===== src/rtl/seg7_multi_dec.sv =====
// rtl/seg7_multi_dec.sv - multi-digit game-state 7-segment decoder with timed reveal and leading-zero blanking
// Optional cursor blink: define SEG7_MULTI_BLINK_EN.
module seg7_multi_dec #(
    parameter int DIGITS    = 4,
    parameter int STEP_CYC  = 25_000_000,
    parameter int BLINK_CYC = 12_500_000
) (
    input  logic                  CLK,
    input  logic                  nRST,
    input  logic [3:0]            STATE,
    input  logic [4*DIGITS-1:0]   VALUE,
    input  logic                  LOAD,
    input  logic [2:0]            CURSOR,
    input  logic                  LZB,
    output logic [7*DIGITS-1:0]   nHEX,
    output logic                  DONE
);
    localparam logic [3:0] ST_READY    = 4'b0010;
    localparam logic [3:0] ST_QUESTION = 4'b0011;
    localparam logic [3:0] ST_INPUT    = 4'b0100;

    localparam int RW = $clog2(DIGITS + 1);
    localparam int TW = (STEP_CYC > 1) ? $clog2(STEP_CYC) : 1;
    localparam logic [RW-1:0] R_FULL = RW'(DIGITS);
    localparam logic [TW-1:0] T_LAST = TW'(STEP_CYC - 1);

    logic [3:0]          r_state_q;
    logic                r_lzb_q;
    logic [4*DIGITS-1:0] r_val_q;
    logic [4*DIGITS-1:0] r_val_d;
    logic [RW-1:0]       r_rcnt;
    logic [TW-1:0]       r_timer;
    logic [7*DIGITS-1:0] r_nhex;
    logic                r_done;

    logic [7*DIGITS-1:0] w_nhex;
    logic [DIGITS-1:0]   w_blink_mask;
    logic [2:0]          w_msnz;
    logic                w_lz;

    function automatic logic [6:0] glyph(input logic [3:0] d);
        case (d)
            4'd0:    glyph = 7'b1000000;
            4'd1:    glyph = 7'b1111001;
            4'd2:    glyph = 7'b0100100;
            4'd3:    glyph = 7'b0110000;
            4'd4:    glyph = 7'b0011001;
            4'd5:    glyph = 7'b0010010;
            4'd6:    glyph = 7'b0000010;
            4'd7:    glyph = 7'b1011000;
            4'd8:    glyph = 7'b0000000;
            4'd9:    glyph = 7'b0010000;
            default: glyph = 7'b1111111;
        endcase
    endfunction

    always_ff @(posedge CLK) begin
        if (!nRST) begin
            r_state_q <= 4'b0000;
            r_lzb_q   <= 1'b0;
            r_val_q   <= '0;
            r_val_d   <= '0;
            r_rcnt    <= '0;
            r_timer   <= '0;
            r_nhex    <= '1;
            r_done    <= 1'b0;
        end else begin
            r_state_q <= STATE;
            r_lzb_q   <= LZB;
            r_val_d   <= r_val_q;
            if (LOAD)
                r_val_q <= VALUE;
            // Entry edge and any non-QUESTION edge restart the reveal
            if (STATE != ST_QUESTION || r_state_q != ST_QUESTION) begin
                r_rcnt  <= '0;
                r_timer <= '0;
            end else if (r_rcnt != R_FULL) begin
                if (r_timer == T_LAST) begin
                    r_timer <= '0;
                    r_rcnt  <= r_rcnt + 1'b1;
                end else begin
                    r_timer <= r_timer + 1'b1;
                end
            end
            r_done <= (r_state_q == ST_QUESTION) && (r_rcnt == R_FULL);
            r_nhex <= w_nhex;
        end
    end

`ifdef SEG7_MULTI_BLINK_EN
    localparam int BW = $clog2(2 * BLINK_CYC);
    localparam logic [BW-1:0] B_LAST = BW'(2 * BLINK_CYC - 1);
    localparam logic [BW-1:0] B_HALF = BW'(BLINK_CYC);

    logic [BW-1:0] r_blink;
    logic [2:0]    r_cursor_q;

    always_ff @(posedge CLK) begin
        if (!nRST) begin
            r_blink    <= '0;
            r_cursor_q <= 3'd0;
        end else begin
            r_cursor_q <= CURSOR;
            if (STATE != ST_INPUT || r_state_q != ST_INPUT || LOAD || CURSOR != r_cursor_q)
                r_blink <= '0;
            else if (r_blink == B_LAST)
                r_blink <= '0;
            else
                r_blink <= r_blink + 1'b1;
        end
    end

    always_comb begin
        w_blink_mask = '0;
        for (int i = 0; i < DIGITS; i++)
            if (r_state_q == ST_INPUT && r_blink >= B_HALF && r_cursor_q == 3'(i))
                w_blink_mask[i] = 1'b1;
    end
`else
    logic w_unused_cursor;
    assign w_unused_cursor = ^CURSOR;
    assign w_blink_mask    = '0;
`endif

    always_comb begin
        w_nhex = '1;
        w_msnz = 3'd0;
        w_lz   = 1'b0;
        for (int i = 0; i < DIGITS; i++)
            if (r_val_d[4*i +: 4] != 4'd0)
                w_msnz = 3'(i);
        for (int i = 0; i < DIGITS; i++) begin
            // Digit 0 can never exceed the index of the top nonzero digit
            w_lz = r_lzb_q && (i > int'(w_msnz));
            case (r_state_q)
                ST_READY:    w_nhex[7*i +: 7] = 7'b0111111;
                ST_QUESTION: if (i >= DIGITS - int'(r_rcnt) && !w_lz)
                                 w_nhex[7*i +: 7] = glyph(r_val_d[4*i +: 4]);
                ST_INPUT:    if (!w_lz && !w_blink_mask[i])
                                 w_nhex[7*i +: 7] = glyph(r_val_d[4*i +: 4]);
                default:     ;
            endcase
        end
    end

    assign nHEX = r_nhex;
    assign DONE = r_done;
endmodule

===== config.mk =====
export PLATFORM = sky130hd
export DESIGN_NAME = seg7_multi_dec
export DESIGN_NICKNAME = d
export VERILOG_FILES = /design/src/rtl/seg7_multi_dec.sv
export SDC_FILE = /design/constraint.sdc
export NUM_CORES = 1
export LEC_CHECK = 0
export CORE_UTILIZATION = 35
export DETAILED_ROUTE_END_ITERATION = 8
export MAX_ROUTING_LAYER = met4
export SLEW_MARGIN = 20
export SYNTH_ARGS = -nofsm -noshare
export SYNTH_HDL_FRONTEND = slang
export SYNTH_SLANG_ARGS = --single-unit

===== constraint.sdc =====
create_clock -name CLK -period 3.3 [get_ports CLK]
set_clock_uncertainty 0.2 [all_clocks]
set_input_delay 0.66 -clock CLK [delete_from_list [all_inputs] [get_ports CLK]]
set_output_delay 0.66 -clock CLK [all_outputs]
set_load 0.02 [all_outputs]

==> impl_metrics.ini, run 1 <==
[sta]
rsz0062_at_grt = false
setup_tns_ns = 0
setup_viol = 0
slew_headroom_pct = 60.0
hold_viol_final = 0
tightest_slew_ns = 0.595
slew_viol_final = 0
fin_crit_ns = 2.45
min_period_over_period_pct = 74.1
fmax_mhz = 409

[worst_hold_path]
hold_depth = 1
hold_class = reg -> reg

[detailed_routing]
viasPerCell = 4.74
vias = 3505
ant_nets = 0
firstDrtPassIters = 4
drc = 0
routed_wirelength_um = 9500
drt_iter0_drc = 155
drt-wirelength-per-cell_um = 12.9

[clock_tree]
clock-sinks = 118
cts-root-buf = clkbuf_16
cts_hold_buf = 0
cts.repair.resized = 0
clkTransAtPathRegs_ns = 0.05
clkLatencyLatePin_ns = 0.41
cts_setup_buffers = 0
cts_tree = built
h-tree-depth = 4
cts_inserted_buffers = 17
ctsLongestPathBuffers = 2

[pwr]
power_density_mw_per_mm2 = 594
leakagePower_nw = 2.58
ir_drop_mv = 0.359

[critical_path]
cp_max_fo = 24
reg2reg_depth = 7
critPathLaunchType = register
worstPathRequired_ns = 3.37
end_kind = register
arrival_ns = 2.51
critPathKind = reg -> reg

[placed_design]
routabilityCongestion = 0.850
dp_hpwl_um = 6520
dp_cells = 707
port_buffers = 52

[global_route]
grt_pass1_wl_um = 16000
antenna_found_initial = 0
grt_pass1_vias = 3482
overflow = 0
track_usage_pct = 14.7
grt_max_degree = 52

[logic_synthesis]
synthesis.nets = 541
synth-seq-cells = 118
synth_edf_count = 0
ys_seq_area_share_pct = 48.7
async_flop_share_pct = 0
avgSynthCellArea_um2 = 9.91
netlist_area_mm2 = 0.00485
yosysWarningCount = 0
synthCells = 489
yosys_most_used_dff = dfxtp_1
ys_types = 60

[final_layout]
nets = 602
antenna_cells = 0
final-seq-area_mm2 = 0.00236
nFillCells = 1317
final_common_cell = dfxtp_1
drive_above_1_share_pct = 9.24
mostFrequentLayoutCells = 118 x dfxtp_1, 52 x clkdlybuf4s50_1, 41 x nand2_1
areaGrowthSynthToFinish_pct = 27.4
final_cells = 739
multi_input_area_mm2 = 0.00232

[floorplanning]
start_util_pct = 36.3
fp-row-count = 42
die_area_mm2 = 0.0143
die_w_um = 120
core_mm2 = 0.0133
io_pins = 56
die_h_um = 120

[job]
cap_viol_max_count = 0

[run_status]
status = complete, no violations
==> logic make-up after synthesis <==
kind of cell,synth area share (%)
AOI/OAI and AO/OA,12.2
xor gates and xnor gates,4.52
adders and majority gates,6.45
buffers and inverters,3.28
DFF,48.7
muxes,4.34
and+or+nand+nor,20.5
==> through the flow <==
| stage | power, mW | hold slack, ns | area (µm²) | util (%) | setup WS [ns] |
|---|---|---|---|---|---|
| 6_report | 3.67 | 0.222 | 6170 | 46.3 | 0.855 |
| 5_1_grt | 3.80 | 0.234 | 6170 | 46.3 | 0.602 |
| 4_1_cts | 3.71 | 0.224 | 6170 | 46.3 | 0.818 |
| 3_5_place_dp | 1.78 | 0.208 | 5550 | 41.6 | 0.586 |
| 3_3_place_gp | 1.77 | 0.211 | 5550 | 41.6 | 0.661 |
| 2_1_floorplan | 1.68 | 0.203 | 4850 | - | 1.17 |
==> cells in the mapped netlist, types with 7 or more instances <==
cell / number / area share, %
a21o_1: 24 / 3.7
a21oi_1: 20 / 2.1
and2_1: 9 / 1.2
clkbuf_1: 7 / 0.54
dfxtp_1: 118 / 49
ha_1: 25 / 6.5
inv_1: 24 / 1.9
mux2i_1: 21 / 4.3
nand2_1: 41 / 3.2
nand3_1: 9 / 0.93
nand4_1: 7 / 0.90
nor2_1: 37 / 2.9
nor2b_1: 20 / 2.6
nor3_1: 7 / 0.72
o21ai_0: 22 / 2.3
xnor2_1: 12 / 2.2
xor2_1: 13 / 2.3
==> critical path: stages (launching register included) <==
cell,delay [ns]
dfxtp_1,0.39
inv_1,0.08
ha_1,0.20
ha_1,0.25
nor2b_1,0.28
and4_1,0.27
a31o_2,0.52
nor2_1,0.11
==> layer usage <==
metal	global-route usage [%]	wire length [µm]	vias up
li1	-	-	1794
met1	17.1	4570	1637
met2	23.2	4420	62
met3	5.42	391	12
met4	5.39	116	0
met5	-	0	-
==> path summary, 6_finish.rpt <==
kind / from / endpoint / slack, ns
worst min register to register: register / nHEX[18]$_SDFF_PN1_ / 0.22
worst max-delay path: r_rcnt[0]$_SDFFE_PP0P_ / r_timer[0]$_SDFFE_PP0N_ / 0.85
worst max register to register: r_rcnt[0]$_SDFFE_PP0P_ / r_timer[0]$_SDFFE_PP0N_ / 0.85
worst min-delay path: register / nHEX[18]$_SDFF_PN1_ / 0.22
==> report_power, final <==
group	internal (mW)	switching, mW	leakage (nW)	total [mW]
combinational	0.115	0.113	1.31	0.228
sequential	1.49	0.0306	0.965	1.52
clock	1.28	0.638	0.309	1.92
==> layout make-up <==
| class | count | area share, % |
|---|---|---|
| sequential | 118 | 38.3 |
| multi-input combinational | 334 | 37.6 |
| timing repair buffer | 55 | 9.00 |
| clock buffer | 20 | 7.23 |
| tap | 176 | 3.57 |
| clock inverter | 12 | 2.84 |
| inverter | 24 | 1.46 |
No activity file was read; power rests on OpenSTA's default activity.
==> run 2: changes to the inputs <==
==> constraint.sdc (replaced) <==
create_clock -name CLK -period 2.3 [get_ports CLK]
set_clock_uncertainty 0.2 [all_clocks]
set_input_delay 0.46 -clock CLK [delete_from_list [all_inputs] [get_ports CLK]]
set_output_delay 0.46 -clock CLK [all_outputs]
set_load 0.02 [all_outputs]
==> impl_metrics.ini, run 2 (synthesis gave the netlist of run 1 again) <==
[floorplanning]
die_h_um = 120
start_util_pct = 36.3
die_area_mm2 = 0.0143
core_mm2 = 0.0133
io_pins = 56
fp-row-count = 42
die_w_um = 120

[detailed_routing]
drt_iter0_drc = 203
firstDrtPassIters = 4
routed_wirelength_um = 9850
vias = 3613
ant_nets = 0
viasPerCell = 4.75
drt-wirelength-per-cell_um = 13.0
drc = 0

[final_layout]
areaGrowthSynthToFinish_pct = 31.3
drive_above_1_share_pct = 13.7
nets = 623
multi_input_area_mm2 = 0.00234
antenna_cells = 0
nFillCells = 1297
stdcell_area_mm2 = 0.00636
utilization_pct = 47.7
final_common_cell = dfxtp_1
final_cells = 760
mostFrequentLayoutCells = 116 x dfxtp_1, 52 x clkdlybuf4s50_1, 41 x nand2_1
final-seq-area_mm2 = 0.00236

[worst_hold_path]
hold_depth = 1
hold_class = reg -> reg
hold_end = nHEX[11]$_SDFF_PN1_

[sta]
slew_headroom_pct = 62.9
hold_viol_final = 0
min_period_over_period_pct = 97.2
whs_ns = 0.221
fin_crit_ns = 2.24
setup_viol = 0
final.setup.worst_slack_ns = 0.0636
fmax_mhz = 447
tightest_slew_ns = 0.557
slew_viol_final = 0
setup_tns_ns = 0

[critical_path]
cp_max_fo = 5
critPathLaunchType = register
max_stage_delay_ns = 0.32
critPathKind = reg -> reg
critical_path.cell_chain = inv_1 -> ha_2 -> ha_4 -> nand4b_1 -> buf_4 -> nor4_4 -> buf_4 -> nand4_1 -> xor2_1 -> nor2_2
r2r_slack_ns = 0.06
arrival_ns = 2.31
path_buf_inv = 3
r2r-end = r_timer[20]$_SDFFE_PP0N_
cp_top_family = simple AND/OR/NAND/NOR gates
end_kind = register
reg2reg_depth = 10
slowest_stage = dfxtp_2
worstPathRequired_ns = 2.38
timing.rr.start = r_rcnt[1]$_SDFFE_PP0P_
cp_common_cell = buf_4

[placed_design]
port_buffers = 52
dp_cells = 726
routabilityCongestion = 0.870
place_area_mm2 = 0.00568
pre_cts_slack_ns = -0.0138
dp_hpwl_um = 6890

[clock_tree]
clkLatencyLatePin_ns = 0.41
cts_tree = built
cts_inserted_buffers = 17
clkTransAtPathRegs_ns = 0.05
cts-root-buf = clkbuf_16
cts_hold_buf = 0
h-tree-depth = 4
clock-sinks = 118
ctsLongestPathBuffers = 2

[global_route]
busiest_layer = met2
overflow = 0
grt_pass1_wl_um = 16000
grtUsageMet1_pct = 18.0
antenna_found_initial = 0
grt_pass1_vias = 3429
track_usage_pct = 14.8
grt_max_degree = 25
use_met3_pct = 5.37
grtUsageMet2_pct = 22.7

[pwr]
power_density_mw_per_mm2 = 837
finalPower_mw = 5.33
leakagePower_nw = 2.69
ir_drop_mv = 0.579

[run_status]
status = complete, no violations

[job]
cap_viol_max_count = 0
-- run 2: cell count changes in the layout (fill, tap and decap cells not counted), sizes merged --
cell | before | now
clkbuf | 20 | 18
clkinvlp | 0 | 1
buf | 3 | 24
clkinv | 6 | 8
inv | 26 | 25
-- run 2: how the worst max path moves through the flow --
| stage | depth (start not counted) | endpoint | startpoint | slack [ns] |
|---|---|---|---|---|
| 2_1_floorplan | 8 | r_rcnt[1]$_SDFFE_PP0P_ | r_rcnt[0]$_SDFFE_PP0P_ | 0.18 |
| 3_3_place_gp | 6 | r_timer[17]$_SDFFE_PP0N_ | nRST | 0.04 |
| 3_5_place_dp | 6 | r_timer[17]$_SDFFE_PP0N_ | nRST | -0.01 |
| 4_1_cts | 8 | r_rcnt[1]$_SDFFE_PP0P_ | r_rcnt[0]$_SDFFE_PP0P_ | 0.07 |
| 6_report | 10 | r_timer[20]$_SDFFE_PP0N_ | r_rcnt[1]$_SDFFE_PP0P_ | 0.06 |
| 5_1_grt | 10 | r_timer[16]$_SDFFE_PP0N_ | r_rcnt[0]$_SDFFE_PP0P_ | -0.04 |
-- run 2: power by group --
group          switching (mW)  internal, mW  total (mW)
combinational           0.165         0.174       0.340
clock                   0.955          1.85        2.81
sequential             0.0443          2.13        2.18
total                    1.16          4.16        5.33
-- run 2: layer usage --
layer | vias up | wire (µm)
li1 | 1839 | -
met2 | 57 | 4720
met3 | 8 | 349
met1 | 1709 | 4690
met5 | - | 0
met4 | 0 | 90
-- run 2: area by class of cell --
class / instances / share of cell area [%]
sequential: 118 / 37.2
inverter: 24 / 1.42
multi-input combinational: 334 / 36.9
clock inverter: 14 / 3.17
clock buffer: 18 / 6.90
tap: 176 / 3.46
timing repair buffer: 76 / 11.0
-- run 2: repair_timing --
action                     CTS  global route
setup endpoints to repair    0            27
gates resized for setup      0             6
setup buffers                0             2
==> run 3: changes to the inputs <==
--- a/config.mk
+++ b/config.mk
@@ -5,9 +5,11 @@
 export SDC_FILE = /design/constraint.sdc
 export NUM_CORES = 1
 export LEC_CHECK = 0
+export CORE_ASPECT_RATIO = 2
 export CORE_UTILIZATION = 35
 export DETAILED_ROUTE_END_ITERATION = 8
 export MAX_ROUTING_LAYER = met4
+export SKIP_LAST_GASP = 1
 export SLEW_MARGIN = 20
 export SYNTH_ARGS = -nofsm -noshare
 export SYNTH_HDL_FRONTEND = slang
==> constraint.sdc (replaced) <==
create_clock -name CLK -period 2.3 [get_ports CLK]
set_clock_uncertainty 0.2 [all_clocks]
set_input_delay 0.46 -clock CLK [delete_from_list [all_inputs] [get_ports CLK]]
set_output_delay 0.46 -clock CLK [all_outputs]
set_load 0.01 [all_outputs]
==> impl_metrics.ini, run 3 (synthesis gave the netlist of run 1 again) <==
[run_status]
status = finished, violations left
violations = design-rule violations

[worst_hold_path]
hold_class = reg -> reg

[sta]
tightest_slew_ns = 0.503
setup_viol = 0
fmax_mhz = 469
hold_viol_final = 0
rsz0062_at_grt = false
whs_ns = 0.223
min_period_over_period_pct = 92.7
fin_crit_ns = 2.13
slew_headroom_pct = 66.2
slew_viol_final = 0

[final_layout]
nets = 632
final_cells = 747
final_common_cell = dfxtp_1
areaGrowthSynthToFinish_pct = 30.5
antenna_cells = 0
drive_above_1_share_pct = 14.2
nFillCells = 1284
stdcell_area_mm2 = 0.00632
mostFrequentLayoutCells = 118 x dfxtp_1, 52 x clkdlybuf4s50_1, 41 x nand2_1

[critical_path]
cp_max_fo = 6
critPathKind = reg -> reg
critical_path.cell_chain = inv_1 -> ha_2 -> ha_4 -> nand4b_1 -> buf_4 -> nor4_4 -> buf_4 -> nand4_1 -> xor2_1 -> nor2_2
cp_common_cell = buf_4
worstPathRequired_ns = 2.38
critPathLaunchType = register
end_kind = register
max_stage_delay_ns = 0.33
slowest_stage = dfxtp_1
arrival_ns = 2.21

[detailed_routing]
viasPerCell = 4.91
firstDrtPassIters = 7
vias = 3671
drt-wirelength-per-cell_um = 13.6
drc = 1
drt_iter0_drc = 99
ant_nets = 0
routed_wirelength_um = 10200

[global_route]
grt_pass1_vias = 3835
grt_pass1_wl_um = 17100
grt_max_degree = 25
track_usage_pct = 15.6
overflow = 0
antenna_found_initial = 0

[clock_tree]
clkTransAtPathRegs_ns = 0.05
cts-root-buf = clkbuf_16
clkLatencyLatePin_ns = 0.40
h-tree-depth = 4
cts_inserted_buffers = 17
ctsLongestPathBuffers = 2
cts_hold_buf = 0
cts_tree = built
clock-sinks = 118

[pwr]
leakagePower_nw = 2.68
ir_drop_mv = 0.387
power_density_mw_per_mm2 = 768

[floorplanning]
fp-row-count = 60
die_h_um = 168
io_pins = 56
core_mm2 = 0.0135
die_area_mm2 = 0.0143
start_util_pct = 35.9
die_w_um = 85.2

[job]
cap_viol_max_count = 0

[placed_design]
routabilityCongestion = 0.796
dp_cells = 714
place_area_mm2 = 0.00575
dp_hpwl_um = 7640
port_buffers = 52
## run 3: repair_timing
action / in CTS / in global routing
buffers inserted: 1 / 1
pin swaps: 0 / 1
setup endpoints to repair: 2 / 26
gates cloned: 0 / 0
resized for setup: 0 / 4
## run 3: critical path, delay by kind of cell, from the launching register on
family / cells / cell delay (ns)
simple gates: 4 / 0.49
buf+inv: 3 / 0.41
fa+ha+maj: 2 / 0.38
flops: 1 / 0.33
xor+xnor: 1 / 0.20
## run 3: layout make-up
cell class | count | area [µm²] | share of cell area, %
clock inverter | 11 | 80.1 | 1.27
clock buffer | 20 | 457 | 7.22
tap | 155 | 194 | 3.07
sequential | 118 | 2360 | 37.3
multi-input combinational | 334 | 2350 | 37.1
inverter | 24 | 90.1 | 1.42
timing repair buffer | 85 | 793 | 12.5
## run 3: stage by stage
step	util, %	power, mW	setup slack [ns]	TNS, ns
after floorplan	-	2.40	0.179	0
after global placement	42.5	2.55	-0.0182	-0.0358
after detailed placement	42.5	2.56	-0.0615	-0.466
after CTS	46.6	4.90	0.0108	0
after global routing	46.8	5.05	0.0395	0
final	46.8	4.86	0.169	0
## run 3: final timing paths
check | from | to | slack, ns | cells after the start
setup / recovery | r_rcnt[0]$_SDFFE_PP0P_ | r_timer[20]$_SDFFE_PP0N_ | 0.17 | 10
hold / removal | register | nHEX[9]$_SDFF_PN1_ | 0.22 | 1
setup reg to reg | r_rcnt[0]$_SDFFE_PP0P_ | r_timer[20]$_SDFFE_PP0N_ | 0.17 | 10
hold reg to reg | register | nHEX[9]$_SDFF_PN1_ | 0.22 | 1
## run 3: metal layers
layer	GRT usage, %	wire length [µm]
met1	13.2	3610
met5	-	0
met3	3.43	260
met2	31.0	6000
met4	7.37	291
## run 3: power by group
part / internal [mW] / total, mW / switching [mW] / leakage [nW]
clock: 1.42 / 2.34 / 0.917 / 0.254
sequential: 2.14 / 2.18 / 0.0451 / 0.965
combinational: 0.182 / 0.334 / 0.152 / 1.46
total: 3.74 / 4.86 / 1.11 / 2.68
